`config.mk`:
```
export PLATFORM = sky130hd
export DESIGN_NAME = axis_integrator_flat
export DESIGN_NICKNAME = d
export VERILOG_FILES = /design/src/rtl/axis_integrator_if.sv /design/src/rtl/axis_integrator.sv /design/src/flat_wrapper.sv
export SDC_FILE = /design/constraint.sdc
export NUM_CORES = 1
export LEC_CHECK = 0
export BUFFER_PORTS_ARGS = -buffer_cell sky130_fd_sc_hd__buf_2
export CAP_MARGIN = 20
export CORE_AREA = 3 3 112 114
export CTS_CLUSTER_DIAMETER = 200
export CTS_CLUSTER_SIZE = 12
export DETAILED_ROUTE_END_ITERATION = 16
export DIE_AREA = 0 0 115 117
export GPL_TIMING_DRIVEN = 0
export SYNTH_ARGS = -nofsm -noshare
export SYNTH_HDL_FRONTEND = slang
export SYNTH_SLANG_ARGS = --single-unit
```
`constraint.sdc`:
```
create_clock -name aclk -period 5.2 [get_ports aclk]
set_clock_uncertainty 0.05 [all_clocks]
set_input_delay 1.56 -clock aclk [delete_from_list [all_inputs] [get_ports aclk]]
set_output_delay 1.56 -clock aclk [all_outputs]
set_load 0.03 [all_outputs]
```
`src/rtl/axis_integrator_if.sv`:
```
// AXI4-Stream style sample channel (tvalid/tready/tdata) shared by both integrator ports.
// Latency: none, wires only.
// Backpressure: standard valid/ready; master holds tdata while tvalid & ~tready.
//
// Ports (modports):
//   master : drives tvalid, tdata; samples tready
//   slave  : samples tvalid, tdata; drives tready
interface axis_integrator_if #(
    parameter int DATA_WIDTH = 16
);
    logic                  tvalid;
    logic                  tready;
    logic [DATA_WIDTH-1:0] tdata;

    modport master (output tvalid, output tdata, input  tready);
    modport slave  (input  tvalid, input  tdata, output tready);
endinterface

```
`src/rtl/axis_integrator.sv`:
```
// Streaming integrator: running two's-complement sum of signed samples, shifted and clipped to output width.
// Latency: 1 cycle from input accept to output tvalid; full throughput with one output register.
// Backpressure: S_AXIS.tready = ~M_AXIS.tvalid | M_AXIS.tready; acc and output hold while stalled.
//
// Ports:
//   aclk      : clock, rising edge
//   areset    : synchronous active-high reset, overrides clear and accept
//   clear     : synchronous accumulator clear (a coincident sample starts the new sum)
//   S_AXIS    : slave stream of signed input samples
//   M_AXIS    : master stream of signed integrated samples
//   saturated : sticky flag, set when an output beat was clipped; cleared by reset or clear
//
// Build option: define AXIS_INTEGRATOR_LEAK_EN for a leaky integrator
//   acc_next = acc + x - (acc >>> LEAK_SHIFT); otherwise LEAK_SHIFT is unused.
module axis_integrator #(
    parameter int AXIS_TDATA_WIDTH = 16,
    parameter int ACC_WIDTH        = 32,
    parameter int OUT_SHIFT        = 0,
    parameter int LEAK_SHIFT       = 10
) (
    input  logic               aclk,
    input  logic               areset,
    input  logic               clear,
    axis_integrator_if.slave   S_AXIS,
    axis_integrator_if.master  M_AXIS,
    output logic               saturated
);
    localparam int DW = AXIS_TDATA_WIDTH;
    localparam int AW = ACC_WIDTH;

    // Elaboration-time range checks on the configuration.
    if (AW < DW + 1) begin : g_bad_acc_width
        $error("axis_integrator: ACC_WIDTH must be at least AXIS_TDATA_WIDTH+1");
    end
    if (OUT_SHIFT < 0 || OUT_SHIFT > AW - DW) begin : g_bad_out_shift
        $error("axis_integrator: OUT_SHIFT out of range");
    end
    if (LEAK_SHIFT < 1 || LEAK_SHIFT > AW - 1) begin : g_bad_leak_shift
        $error("axis_integrator: LEAK_SHIFT out of range");
    end

    logic signed [AW-1:0] acc;
    logic signed [AW-1:0] base;
    logic signed [AW-1:0] x_ext;
    logic signed [AW-1:0] acc_next;
    logic signed [AW-1:0] shifted;
    logic        [AW-DW:0] upper;
    logic        [DW-1:0] sat_val;
    logic        [DW-1:0] dat_next;
    logic        [DW-1:0] out_q;
    logic                 vld_q;
    logic                 sat_q;
    logic                 s_rdy;
    logic                 accept;
    logic                 fire;
    logic                 clip;

    assign s_rdy  = ~vld_q | M_AXIS.tready;
    assign accept = S_AXIS.tvalid & s_rdy;
    assign fire   = vld_q & M_AXIS.tready;

    assign x_ext = {{(AW-DW){S_AXIS.tdata[DW-1]}}, S_AXIS.tdata};
    // A clear coinciding with a sample makes that sample the first term of the new sum.
    assign base  = clear ? '0 : acc;

`ifdef AXIS_INTEGRATOR_LEAK_EN
    assign acc_next = base + x_ext - (base >>> LEAK_SHIFT);
`else
    assign acc_next = base + x_ext;
`endif

    assign shifted = acc_next >>> OUT_SHIFT;

    // The value fits the output when every bit from the output sign bit upward agrees.
    assign upper    = shifted[AW-1:DW-1];
    assign clip     = ~((&upper) | ~(|upper));
    assign sat_val  = shifted[AW-1] ? {1'b1, {(DW-1){1'b0}}} : {1'b0, {(DW-1){1'b1}}};
    assign dat_next = clip ? sat_val : shifted[DW-1:0];

    always_ff @(posedge aclk) begin
        if (areset) begin
            acc   <= '0;
            out_q <= '0;
            vld_q <= 1'b0;
            sat_q <= 1'b0;
        end else if (accept) begin
            acc   <= acc_next;
            out_q <= dat_next;
            vld_q <= 1'b1;
            sat_q <= (clear ? 1'b0 : sat_q) | clip;
        end else begin
            if (fire) begin
                vld_q <= 1'b0;
            end
            // A pending output beat survives a clear untouched.
            if (clear) begin
                acc   <= '0;
                sat_q <= 1'b0;
            end
        end
    end

    assign S_AXIS.tready = s_rdy;
    assign M_AXIS.tvalid = vld_q;
    assign M_AXIS.tdata  = out_q;
    assign saturated     = sat_q;
endmodule

```
`src/flat_wrapper.sv`:
```
// flat-port wrapper written by rule: the top's interface ports become plain ports
module axis_integrator_flat 
#(
    parameter int AXIS_TDATA_WIDTH = 16,
    parameter int ACC_WIDTH        = 32,
    parameter int OUT_SHIFT        = 0,
    parameter int LEAK_SHIFT       = 10
)
  (aclk, areset, clear, saturated, S_AXIS_tvalid, S_AXIS_tdata, S_AXIS_tready, M_AXIS_tvalid, M_AXIS_tdata, M_AXIS_tready);
  axis_integrator_if #(.DATA_WIDTH((16))) S_AXIS_i ();
  axis_integrator_if #(.DATA_WIDTH((16))) M_AXIS_i ();
  input  logic aclk;
  input  logic areset;
  input  logic clear;
  output logic saturated;
  input wire logic [$bits(S_AXIS_i.tvalid)-1:0] S_AXIS_tvalid;
  input wire logic [$bits(S_AXIS_i.tdata)-1:0] S_AXIS_tdata;
  output wire logic [$bits(S_AXIS_i.tready)-1:0] S_AXIS_tready;
  output wire logic [$bits(M_AXIS_i.tvalid)-1:0] M_AXIS_tvalid;
  output wire logic [$bits(M_AXIS_i.tdata)-1:0] M_AXIS_tdata;
  input wire logic [$bits(M_AXIS_i.tready)-1:0] M_AXIS_tready;
  assign S_AXIS_i.tvalid = S_AXIS_tvalid;
  assign S_AXIS_i.tdata = S_AXIS_tdata;
  assign S_AXIS_tready = S_AXIS_i.tready;
  assign M_AXIS_tvalid = M_AXIS_i.tvalid;
  assign M_AXIS_tdata = M_AXIS_i.tdata;
  assign M_AXIS_i.tready = M_AXIS_tready;
  axis_integrator #(.AXIS_TDATA_WIDTH(AXIS_TDATA_WIDTH), .ACC_WIDTH(ACC_WIDTH), .OUT_SHIFT(OUT_SHIFT), .LEAK_SHIFT(LEAK_SHIFT)) u_core (.aclk(aclk), .areset(areset), .clear(clear), .S_AXIS(S_AXIS_i), .M_AXIS(M_AXIS_i), .saturated(saturated));
endmodule
```
==> results.md, run 1 <==
Run status:
- The flow ran to the end, and the final reports show no timing, DRC or antenna violations.

Critical path:
- The cell at the slowest stage of the critical path is or4_4.
- On the worst path, the slowest cell contributes a delay of 550 ps.
- The library cell appearing most often on the critical path is or3_4.
- STA classifies the critical path endpoint as a flop.
- The number of buffers and inverters on the critical path is 3.
- The data required time at the worst endpoint is 5370 ps.
- The data arrival at the endpoint of the critical path is 5240 ps.
- The kind of cell adding the most delay to the critical path is simple AND/OR/NAND/NOR gates.
- The setup path with the least slack is of type in2reg.
- The worst setup path is launched from an input port.
- The largest fanout of any net on the critical path is 7.
- The signal on the critical path passes through buf_8 > buf_8 > buf_4 > nor2b_1 > ha_1 > nand2_2 > or3_4 > o221a_4 > o211a_1 > or3_4 > or4_4 > o41a_1 > or3_4 > o21ai_2.

Timing:
- For the pin with the worst max-slew slack, the measured transition is 767.0 ps.
- The post-route minimum period is 5065 ps.
- Derived from the worst setup path, the maximum achievable clock frequency is 197.4 MHz.
- The portion of the clock cycle consumed by the worst path in the final layout is 97.41%.
- In the final timing run, aggregate negative setup slack is 0 ps.
- Setup repair after global routing could not meet its margin everywhere.
- The final max-slew violation count is 0.
- The final critical-path setup slack is 134.8 ps.
- The count of final setup violators is 0.
- In this run the tightest slew margin relative to its limit is 48.68%.
- The final number of hold-violating endpoints is 0.
- The tightest hold path in the finished design has a slack of 404.4 ps.

Global routing:
- The total track usage is 18.70%.
- The total overflow left after global routing is 0.
- The via count of the first global-routing pass was 4064.
- The initial antenna violation count is 0.
- The global-route wire length before repair is 20.36 mm.
- The pin count of the biggest net entering global routing is 18.

Pwr:
- The portion of total power attributed to sequential cells is 37.2%.
- The clock network is responsible for 27.4% of the overall power.
- The power density over cell area is 228.3 mW/mm^2.
- The internal power summed over all cells is 732.3 uW.
- In this run switching power makes up 35.30% of total power.
- The overall power after layout is 1132 uW.
- For this design the static power due to leakage is 0.002003 uW.
- Summed over all nets, the switching power comes to 399.6 uW.
- VDD sags by at most 0.0002667 V.
- The power share of the combinational group is 35.4%.

Flow run:
- Max-cap violations in this run came to 0.

Route:
- Routed signal wires occupy layers up through met4.
- After detailed routing, the number of remaining DRC violations is 0.
- The total number of vias is 4276.
- After detailed routing, the met3 layer carries 445 um of wire.
- The routed wire length on met2 is 6.099 mm.
- The wire length the detailed router placed on met1 is 5.846 mm.
- Dividing the detail-routed via count by the number of cells gives 5.582.
- In the final routed layout, each cell accounts on average for 16.39 um.
- The first detailed-routing pass took 5 iterations.
- For this block, the initial DRC count from the detailed router was 213.
- The final wirelength is 12.55 mm.
- The residual antenna-violating net count after detailed routing is 0.

Clock network:
- The maximum number of buffers from clock root to sink is 2.
- The H-tree depth is 2.
- Counting every sink on the clock net gives 50.
- Clock latency on the worst-skew pair, taken at its later pin, is 290 ps.
- Hold repair after CTS inserted 0 buffers.
- The clock buffer count from CTS is 5.
- TritonCTS built the clock tree.
- Clock-pin slew was measured on the worst setup and hold paths at 60 ps.
- The master cell of the clock root buffer is clkbuf_16.

Layout:
- The most frequent standard cell in the layout excluding fill and tap cells is nand2_1.
- In the layout the commonest cells are 88 x nand2_1, 63 x nor2_1, 61 x a21oi_1.
- In the final layout, the share of cells above drive strength 1 is 18.62%.
- The number of diodes added for antenna fixing is 0.
- The final layout net count is 676.
- The area growth from synthesis to layout is 21.94%.
- The design area is 0.004959 mm^2.
- The layout filler cell count is 1239.

Floorplanning:
- The die covers 0.01346 mm^2.
- The initial core utilization is 35.31%.
- 40 I/O pins were placed.
- The total core area is 0.01152 mm^2.
- From left edge to right edge, the die measures 115 um.
- The height of the die is 117 um.
- The number of rows in the core area is 39.

Worst hold path:
- The type of the most critical hold path is reg2reg.

Yosys:
- Ranked by total cell area, the synthesized netlist is headed by dfxtp_1 25%, ha_1 9.5%, a21oi_1 8.2%.
- The synthesized design contains 50 register bits.
- The share of the Yosys chip area taken by registers is 24.62%.
- The synthesized design contains 0 enable-type register cells.
- The synthesized instance count is 571.
- The Yosys warning count is 0.
- The synthesized area divided by synthesized cell count is 7.122 um^2.
- The distinct cell type count of the synthesized netlist is 58.
- The post-synthesis async set-or-reset flop share is 0%.
- After synthesis, the largest area contributor takes up 24.62% of total cell area.
- The net count of the mapped netlist is 624.
- The biggest area contributor in the post-synthesis netlist is dfxtp_1.
- The mapped netlist covers 0.004066 mm^2.
- The predominant post-synthesis flop cell is dfxtp_1.

Place:
- The last weighted congestion value of the routability-driven placer is 0.8801.
- The quantity of I/O buffers inserted on ports is 38.
- The worst setup timing slack at the placement stage is -1339 ps.
- After detailed placement, the total cell area comes to 0.004448 mm^2.
- Once detailed placement completed, the half-perimeter wirelength came to 9.556 mm.
layer usage:
metal  vias up  global-route usage, %
met5         -                      0
met4         0                  4.695
met3        13                  2.211
met2        91                  32.14
met1      2018                  25.01
li1       2154                      -
tightest hold or removal path: stages, from the launching register on:
cell and delay, ps:
dfxtp_1 320, nand2_1 60, o21ai_2 50
layout make-up:
class	count	area (um^2)	share of cell area, %
plain buffers	23	106.4	2.145
clock buffers	5	125.1	2.523
clock inverters	2	10.01	0.2019
inverters	13	48.80	0.9841
multi-input cells	479	3191	64.35
flip-flops and latches	50	1001	20.19
well taps	143	178.9	3.608
repair buffers	51	297.8	6.006
timing repair:
action                                  in CTS  in global routing
buffers inserted                             9                  4
pin swaps                                   11                 12
resized for setup                           30                 43
endpoints found under the setup margin      18                 18
through the flow:
| step | std cells | util, % |
|---|---|---|
| 2_1_floorplan | 571 | - |
| 3_3_place_gp | 752 | 38.62 |
| 3_5_place_dp | 752 | 38.62 |
| 4_1_cts | 764 | 41.41 |
| 5_1_grt | 766 | 43.06 |
| 6_report | 766 | 43.06 |
state kept, by name, indices dropped and copies added (netlist names):
signal,count
u_core.M_AXIS.tdata,16
u_core.M_AXIS.tvalid,1
u_core.acc,32
u_core.saturated,1
synth_stat cells (3+ instances only):
library cell  number
nor4_1             5
inv_1             13
xnor2_1           18
a21oi_1           67
or3_4              3
a21o_1             6
a31oi_1            5
nand2_1           89
nand2b_1           4
a211oi_1          17
nor3_1            14
dfxtp_1           50
xor2_1             6
o21a_1             3
nand4_1            7
nand3_1           14
a311oi_1           3
o21ai_0           27
ha_1              31
a21boi_0           3
nor2b_1           31
o211ai_1           9
clkbuf_1          27
and3_1             4
nor2_1            65
and2_1             4
o21ai_1            8
worst paths after layout:
check                                        startpoint  depth (start not counted)  slack [ps]                      end
worst max register to register            u_core.acc[0]                         13        1260  u_core.M_AXIS.tdata[10]
worst min-delay path            u_core.M_AXIS.tdata[13]                          2         400  u_core.M_AXIS.tdata[13]
worst min register to register  u_core.M_AXIS.tdata[13]                          2         400  u_core.M_AXIS.tdata[13]
worst max-delay path                              clear                         14         130  u_core.M_AXIS.tdata[10]
cells by family after synthesis:
| group | count (synthesis) | share of synthesized area (%) |
|---|---|---|
| mux | 1 | 0.2462 |
| xor+xnor | 24 | 5.169 |
| flops | 50 | 24.62 |
| buf+inv | 42 | 3.908 |
| compound gates | 172 | 27.23 |
| fa+ha+maj | 32 | 10.03 |
| simple gates | 250 | 28.80 |
power groups by stage:
stage	clock network (uW)	logic, uW	registers [uW]
3_3_place_gp	0	347	428
6_report	310	401	421
4_1_cts	318	376	421
5_1_grt	333	441	424
3_5_place_dp	0	351	430
2_1_floorplan	0	232	455
(Power assumes the default switching activity.)
==> inputs of run 2 (changes only) <==
--- a/config.mk
+++ b/config.mk
@@ -5,14 +5,16 @@
 export SDC_FILE = /design/constraint.sdc
 export NUM_CORES = 1
 export LEC_CHECK = 0
+export ABC_AREA = 1
 export BUFFER_PORTS_ARGS = -buffer_cell sky130_fd_sc_hd__buf_2
 export CAP_MARGIN = 20
-export CORE_AREA = 3 3 112 114
+export CORE_AREA = 3 3 124 126
 export CTS_CLUSTER_DIAMETER = 200
 export CTS_CLUSTER_SIZE = 12
 export DETAILED_ROUTE_END_ITERATION = 16
-export DIE_AREA = 0 0 115 117
+export DIE_AREA = 0 0 127 129
 export GPL_TIMING_DRIVEN = 0
+export PLACE_DENSITY = 0.58
 export SYNTH_ARGS = -nofsm -noshare
 export SYNTH_HDL_FRONTEND = slang
 export SYNTH_SLANG_ARGS = --single-unit
==> results.md, run 2 <==
Yosys:
- Synthesis produced a netlist whose cell count is 889.
- The commonest cells after synthesis are 303 x nand2_1, 182 x inv_1, 83 x nor2_1, 50 x dfxtp_1, 46 x o21ai_0.
- The net count of the mapped netlist is 942.
- The proportion of synthesized chip area in sequential cells is 20.13%.
- The top-area cell type share of the netlist area is 22.87%.
- The average instance in the mapped netlist occupies 5.595 um^2.
- Summing every instance area after synthesis gives 0.004974 mm^2.
- The fraction of the mapped netlist area in adder cells is 8.201%.
- nand2_1 is the most common cell in the netlist.
- The post-synthesis share of cell area spent on xor and xnor gates is 2.465%.
- Yosys attributes the largest share of cell area to nand2_1 23%, dfxtp_1 20%, inv_1 14%.
- The synthesized-area fraction occupied by and/or/nand/nor cells is 41.13%.
- The predominant post-synthesis flop cell is dfxtp_1.
- The cell type with the highest aggregate area in the netlist is nand2_1.
- The synthesized netlist devotes 12.13% of its cell area to compound gates.
- The Yosys warning count is 0.
- By area, the combinational part of the netlist is dominated by simple AND/OR/NAND/NOR gates.
- The portion of synthesized area spent on multiplexers is 0%.
- The post-synthesis async set-or-reset flop share is 0%.
- The number of different library cells used by synthesis comes to 34.
- The synthesis-stage register bit count is 50.
- The number of enable flip-flop cells after synthesis is 0.

Global routing:
- The total track usage is 18.13%.
- Global routing finished with a remaining overflow of 0.
- The met3 routing resource usage after global routing is 1.494%.
- The initial antenna violation count came to 0.
- The via count of the first global-routing pass is 4756.
- The met2 capacity usage during global routing is 29.86%.
- The global-route wire length before repair is 23.84 mm.
- Entering global routing, the biggest net connects 18 pins.
- The layer with the highest usage is met2.
- For met1 alone, demand over resource in global routing was 25.23%.

Timing:
- The portion of the clock cycle consumed by the worst path in the final layout is 88.36%.
- The worst slew margin relative to its limit is 60.94%.
- Setup repair after global routing left no endpoint under its margin.
- The final number of hold-violating endpoints is 0.
- The upper clock frequency limit is 217.6 MHz.
- The final critical-path setup slack is 605.3 ps.
- The final max-slew violation count is 0.
- The transition time at the pin with the least slew margin is 585.9 ps.
- The post-route minimum period is 4595 ps.
- The sum of negative setup slack is 0 ps.
- The count of final setup violators is 0.

Layout:
- After the last flow step, the layout net total stands at 988.
- The register with the most flip-flops in the final layout is u_core.acc.
- The register with the most flip-flops in the layout has 32 of them.
- The area growth from synthesis to layout is 12.00%.
- In the layout the commonest cells are 303 x nand2_1, 182 x inv_1, 83 x nor2_1.
- Leaving out fill and tap cells, the most frequent cell in the layout is nand2_1.
- The share of post-route cells with drive strength above 1 is 10.79%.
- The number of antenna diodes in the final layout is 0.
- Excluding fillers, the count of instances in the completed layout stands at 1120.
- After filler insertion, the fill cell instance count of the layout stands at 1657.
- The design area is 0.005570 mm^2.

Pwr:
- The proportion of power drawn by the clock network is 30.7%.
- The power density over cell area is 219.9 mW/mm^2.
- For this design the static power due to leakage is 0.003339 uW.
- The power share of the combinational group is 34.6%.
- In this run, flip-flops and latches consume 34.7% of the power.
- The net switching power is 451.4 uW.
- Cell internal power was estimated by the tool at 773.5 uW.
- In this run switching power makes up 36.85% of total power.
- The design draws 1225 uW.
- VDD sags by at most 0.0001440 V.

Route:
- The number of remaining DRC errors is 0.
- The starting DRC count in detailed routing is 321.
- The residual antenna-violating net count after detailed routing is 0.
- Summing over every cut layer, the via total after detailed routing is 5195.
- In the final routed layout, each cell accounts on average for 12.93 um.
- The final wirelength is 14.48 mm.
- The first-pass iteration count of the detailed router is 6.
- The detail-routed via count per cell is 4.638.

Place:
- After detailed placement, the total cell area comes to 0.005399 mm^2.
- Port buffering added 39 buffers.
- The last weighted congestion value of the routability-driven placer is 0.9050.
- After legalization and detailed placement, the total HPWL measured 12.33 mm.
- Prior to clock tree synthesis, the placed netlist has a worst setup slack of 136.1 ps.
- The number of instances in the placed design is 1112.

Clock network:
- The TritonCTS clock tree is built.
- The number of clock sinks is 50.
- Counting along the longest clock path gives a buffer depth of 2.
- The clock edge transition at the registers on the reported setup and hold paths is 70 ps.
- Buffers added to address setup during post-CTS repair amount to 0.
- The H-tree depth is 2.
- In this run, CTS created clock tree buffers numbering 5.
- Clock tree synthesis selected as its root buffer the cell clkbuf_16.
- The insertion delay of the later-clocked pin in the worst-skew pair is 290 ps.

Critical path:
- The largest fanout of any net on the critical path is 10.
- The signal on the critical path passes through buf_2 > inv_1 > clkbuf_2 > nand2_1 > inv_1 > ha_1 > fa_1 > nand2_1 > nand3_1 > and2_1 > nand3b_1 > nand3_1 > nand2_1 > nand2_1 > nor2_1 > nand2_1 > nor2_1 > nand3_2 > a21oi_4 > buf_12 > a21oi_2.
- The worst setup path is captured at a flop.
- For flop-to-flop paths, the worst setup slack is 2040 ps.
- For the worst setup path, the data arrival time is 4730 ps.
- The delay of the slowest critical-path stage is 500 ps.
- The worst register-to-register path has a depth of 18.
- The slowest stage of the critical path belongs to the cell fa_1.
- Broken down by cell family, the worst path's largest delay share belongs to simple AND/OR/NAND/NOR gates.
- The type of element launching the critical path is an input port.
- Data on the critical path is required at its endpoint by 5330 ps.
- Together, buffers and inverters on the worst path number 5.
- The capturing point of the worst reg2reg path is u_core.M_AXIS.tdata[11].
- By startpoint and endpoint, the worst setup path is classified as in2reg.
- Among the stages of the critical path, the cell type that occurs most often is nand2_1.
- The launching point of the worst reg2reg path is u_core.acc[0].

Run status:
- The run finished with clean final reports.

Floorplanning:
- The floorplan step defined a die boundary enclosing 0.01638 mm^2.
- Measured along the x axis, the die boundary spans 127 um.
- In this run the count of I/O pins placed on the die edge is 40.
- The number of rows in the core area is 44.
- The initial utilization of the core area, before any placement, comes to 34.48%.
- The die is 129 um tall.
- The total core area is 0.01442 mm^2.

Flow run:
- Max-cap violations in this run came to 0.

Worst hold path:
- The worst hold path stage count is 2.
- The startpoint identified for the worst hold timing path is u_core.saturated.
- The type of the most critical hold path is reg2reg.
- The path with the worst hold slack has its endpoint at u_core.saturated.
run 2: cells by family (layout without fill, tap and decap cells):
| family | count (synthesis) | count (layout) |
|---|---|---|
| buffers and inverters | 204 | 251 |
| AND/OR/NAND/NOR | 482 | 482 |
| AO/OA/AOI/OAI | 107 | 107 |
| XOR/XNOR | 14 | 14 |
| adder cells (fa/ha/maj) | 32 | 32 |
| flip-flops | 50 | 50 |
run 2: metal layers:
layer / part of all wire, % / routed length (um)
met4: 2.7 / 398
met3: 3.6 / 525
met1: 50 / 7181
met5: 0 / 0
met2: 44 / 6371
run 2: repair_timing:
action,4_1_cts,5_1_grt
hold buffers,0,0
endpoints found under the setup margin,0,5
gates resized for setup,0,2
run 2: layout make-up:
type / count / area, um^2 / share of cell area, %
buffer: 17 / 92.59 / 1.662
tap: 184 / 230.2 / 4.133
clock inverter: 3 / 45.04 / 0.8086
clock buffer: 5 / 125.1 / 2.246
multi-input combinational: 635 / 3179 / 57.08
timing repair buffer: 39 / 195.2 / 3.504
sequential: 50 / 1001 / 17.97
inverter: 187 / 701.9 / 12.60
run 2: worst max path at each step:
stage,cells past startpoint,end,startpoint
final,21,u_core.M_AXIS.tdata[11],clear
after global routing,24,u_core.M_AXIS.tdata[7],clear
after CTS,24,u_core.M_AXIS.tdata[9],clear
after detailed placement,24,u_core.M_AXIS.tdata[9],clear
after global placement,24,u_core.M_AXIS.tdata[7],clear
after floorplan,20,u_core.M_AXIS.tdata[10],clear
run 2: metrics by stage:
stage               utilization (%)  hold slack, ps
global placement              37.43           407.0
CTS                           38.61           414.9
global route                  38.62           438.8
detailed placement            37.43           404.3
finish                        38.62           413.6
floorplan                         -           396.0
run 2: power by group through the flow:
stage | registers, uW | clock network (uW) | logic [uW]
CTS | 425 | 387 | 423
detailed placement | 434 | 0 | 421
finish | 425 | 376 | 424
floorplan | 458 | 0 | 284
global route | 429 | 395 | 483
global placement | 433 | 0 | 421
run 2: tightest hold or removal path, cell delays in order, from the launching register on:
cell and delay [ps]:
dfxtp_1 310, nand2_1 60, a21oi_1 50
==> inputs of run 3 (changes only) <==
==> constraint.sdc (replaced) <==
create_clock -name aclk -period 5.2 [get_ports aclk]
set_clock_uncertainty 0.05 [all_clocks]
set_input_delay 1.04 -clock aclk [delete_from_list [all_inputs] [get_ports aclk]]
set_output_delay 1.04 -clock aclk [all_outputs]
set_load 0.03 [all_outputs]
==> results.md, run 3 (same netlist as run 2, synthesis figures left out) <==
Run status:
- The flow ran to the end, and the final reports show no timing, DRC or antenna violations.

Timing:
- The final number of hold-violating endpoints came to 0.
- The upper clock frequency limit is 236.8 MHz.
- Subtracting the final worst setup slack from the clock period gives 4224 ps.
- Setup repair after global routing left no endpoint under its margin.
- The transition time at the pin with the least slew margin is 588.9 ps.
- Once routing completed, OpenROAD measured the worst setup slack at 976.2 ps.
- The count of final setup violators is 0.
- The worst slew margin relative to its limit is 60.74%.
- In the finished design, the share of the clock period the worst path needs comes to 81.23%.
- The final max-slew violation count is 0.
- Setup total negative slack on the finished layout was measured at 0 ps.

Critical path:
- STA classifies the critical path endpoint as a flop.
- The flop-to-flop setup slack is 2040 ps.
- The critical path starts at clear.
- The number of cells on the worst reg-to-reg path is 18.
- STA puts the critical path data required time at 5380 ps.
- The capturing point of the worst reg2reg path is u_core.M_AXIS.tdata[11].
- Along the worst path, the maximum fanout reaches 10.
- The launching point of the worst reg2reg path is u_core.acc[0].
- The type of element launching the critical path is an input port.
- For the worst setup path, the data arrival time is 4410 ps.
- The type of the setup path with the least slack is in2reg.

Place:
- After legalization and detailed placement, the total HPWL measured 12.33 mm.
- The quantity of I/O buffers inserted on ports is 39.
- The worst setup timing slack at the placement stage is 656.1 ps.
- Counting tap cells, the placed design contains a total of 1112 instances.
- The last weighted congestion value of the routability-driven placer is 0.9050.

Floorplanning:
- From bottom edge to top edge, the die measures 129 um.
- During I/O placement, the number of pins put on the boundary was 40.
- After floorplanning, the core was divided into 44 placement rows.
- Once the floorplan was initialized, standard cells occupied 34.48% of the core.
- The floorplan die width is 127 um.
- The total core area is 0.01442 mm^2.
- The die covers 0.01638 mm^2.

Layout:
- The register with the most flip-flops in the final layout is u_core.acc.
- In the layout the commonest cells are 303 x nand2_1, 182 x inv_1, 83 x nor2_1.
- The finished layout holds 1120 standard cells, fillers aside.
- The most frequent standard cell in the layout excluding fill and tap cells is nand2_1.
- The share of post-route cells with drive strength above 1 is 10.68%.
- At the end of the flow, the number of nets in the layout was 988.
- The number of flip-flops under the largest register name is 32.
- The layout filler cell count is 1658.
- The area growth from synthesis to layout is 11.97%.
- The number of diodes added for antenna fixing is 0.

Clock network:
- Gates resized during post-CTS repair numbered 0.
- After clock tree synthesis, the clock-pin slew on the worst setup and hold paths is 70 ps.
- TritonCTS built the clock tree.
- The maximum number of buffers from clock root to sink is 2.
- The tree is rooted in a clkbuf_16.
- Buffers inserted to repair hold after CTS numbered 0.
- The insertion delay of the later-clocked pin in the worst-skew pair is 290 ps.
- The clock buffer count from CTS is 5.
- The post-CTS setup buffer count is 0.
- The H-tree depth is 2.
- The number of clock sinks is 50.

Worst hold path:
- The worst hold path was traced through 2 stages.
- The origin of the worst min-delay path is u_core.saturated.
- The type of the most critical hold path is reg2reg.
- The worst-case hold path end point is u_core.saturated.

Route:
- The first routing iteration left 323 violations.
- Detailed routing inserted a total of 5203 vias.
- The final wirelength is 14.47 mm.
- For this run, the detailed router's first-pass iteration total came to 5.
- The number of remaining DRC errors is 0.
- Using the TritonRoute via totals, the vias-per-cell ratio works out to 4.646.
- Once detail routing completed, the nets flagged for antenna violations numbered 0.
- Dividing the detail-routed wire length by the instance count gives 12.92 um.

Global routing:
- Entering global routing, the biggest net connects 18 pins.
- The total congestion overflow after global routing is 0.
- Global routing used 29.86% of the available met2 tracks.
- Global routing consumed, on the met3 layer, 1.494% of the routing resources.
- The initial antenna violation count was 0.
- For met1 alone, demand over resource in global routing was 25.23%.
- Global routing used 18.13% of the available tracks.
- The layer with the highest usage is met2.
- The global-route wire length before repair is 23.84 mm.
- The via count of the first global-routing pass came to 4756.

Pwr:
- Summed over all cells, the static leakage comes to 0.003336 uW.
- The power density over cell area is 219.9 mW/mm^2.
- The maximum vdd drop is 0.0001444 V.

Flow run:
- The total of max-cap violations is 0.
==> run 3: layout make-up <==
class	count	area, um^2	share of cell area [%]
Multi-Input combinational cell	635	3179	57.09
Sequential cell	50	1001	17.97
Inverter	187	701.9	12.60
Tap cell	184	230.2	4.134
Timing Repair Buffer	39	195.2	3.505
Clock buffer	5	125.1	2.247
Buffer	17	91.34	1.640
Clock inverter	3	45.04	0.8088
==> run 3: where the power goes <==
group	internal [uW]	switching [uW]	total, uW	leakage [uW]
Combinational	131	293	424	0.00285
Clock	227	149	376	0.0000760
Sequential	416	9.53	425	0.000415
==> run 3: worst max-delay path, stage by stage <==
cell	delay, ps
buf_2	110
inv_1	130
clkbuf_1	450
nand2_1	130
inv_1	80
ha_1	270
fa_1	350
nand2_1	80
nand3_1	100
nand3_1	110
nand2_2	130
nand2_1	60
nand2_1	110
nand2_1	130
nand3_1	130
nand2_1	110
nor2_1	100
nand2_1	60
nor2_1	110
nand2_1	130
nand2_4	140
buf_8	140
nand2_1	70
a21oi_2	120
==> run 3: worst max path at each step <==
| stage | slack (ps) | depth (start not counted) | end |
|---|---|---|---|
| final | 980 | 24 | u_core.M_AXIS.tdata[9] |
| after global routing | 490 | 24 | u_core.M_AXIS.tdata[7] |
| after CTS | 940 | 24 | u_core.M_AXIS.tdata[9] |
| after detailed placement | 660 | 24 | u_core.M_AXIS.tdata[9] |
| after global placement | 610 | 24 | u_core.M_AXIS.tdata[7] |
| after floorplan | 1600 | 20 | u_core.M_AXIS.tdata[10] |
==> run 3: through the flow <==
| stage | cell area [um^2] | utilization, % | hold slack, ps | total power (uW) |
|---|---|---|---|---|
| 6_report | 5569 | 38.61 | 413.3 | 1225 |
| 5_1_grt | 5569 | 38.61 | 438.8 | 1307 |
| 4_1_cts | 5569 | 38.61 | 414.9 | 1235 |
| 3_5_place_dp | 5399 | 37.43 | 404.3 | 855.5 |
| 3_3_place_gp | 5399 | 37.43 | 407.0 | 854.3 |
| 2_1_floorplan | 4974 | - | 396.0 | 741.8 |
==> run 3: metal layers <==
metal / vias to the layer above / wire [um]
li1: 2790 / -
met1: 2308 / 7235
met2: 85 / 6392
met3: 20 / 447
met4: 0 / 398
met5: - / 0
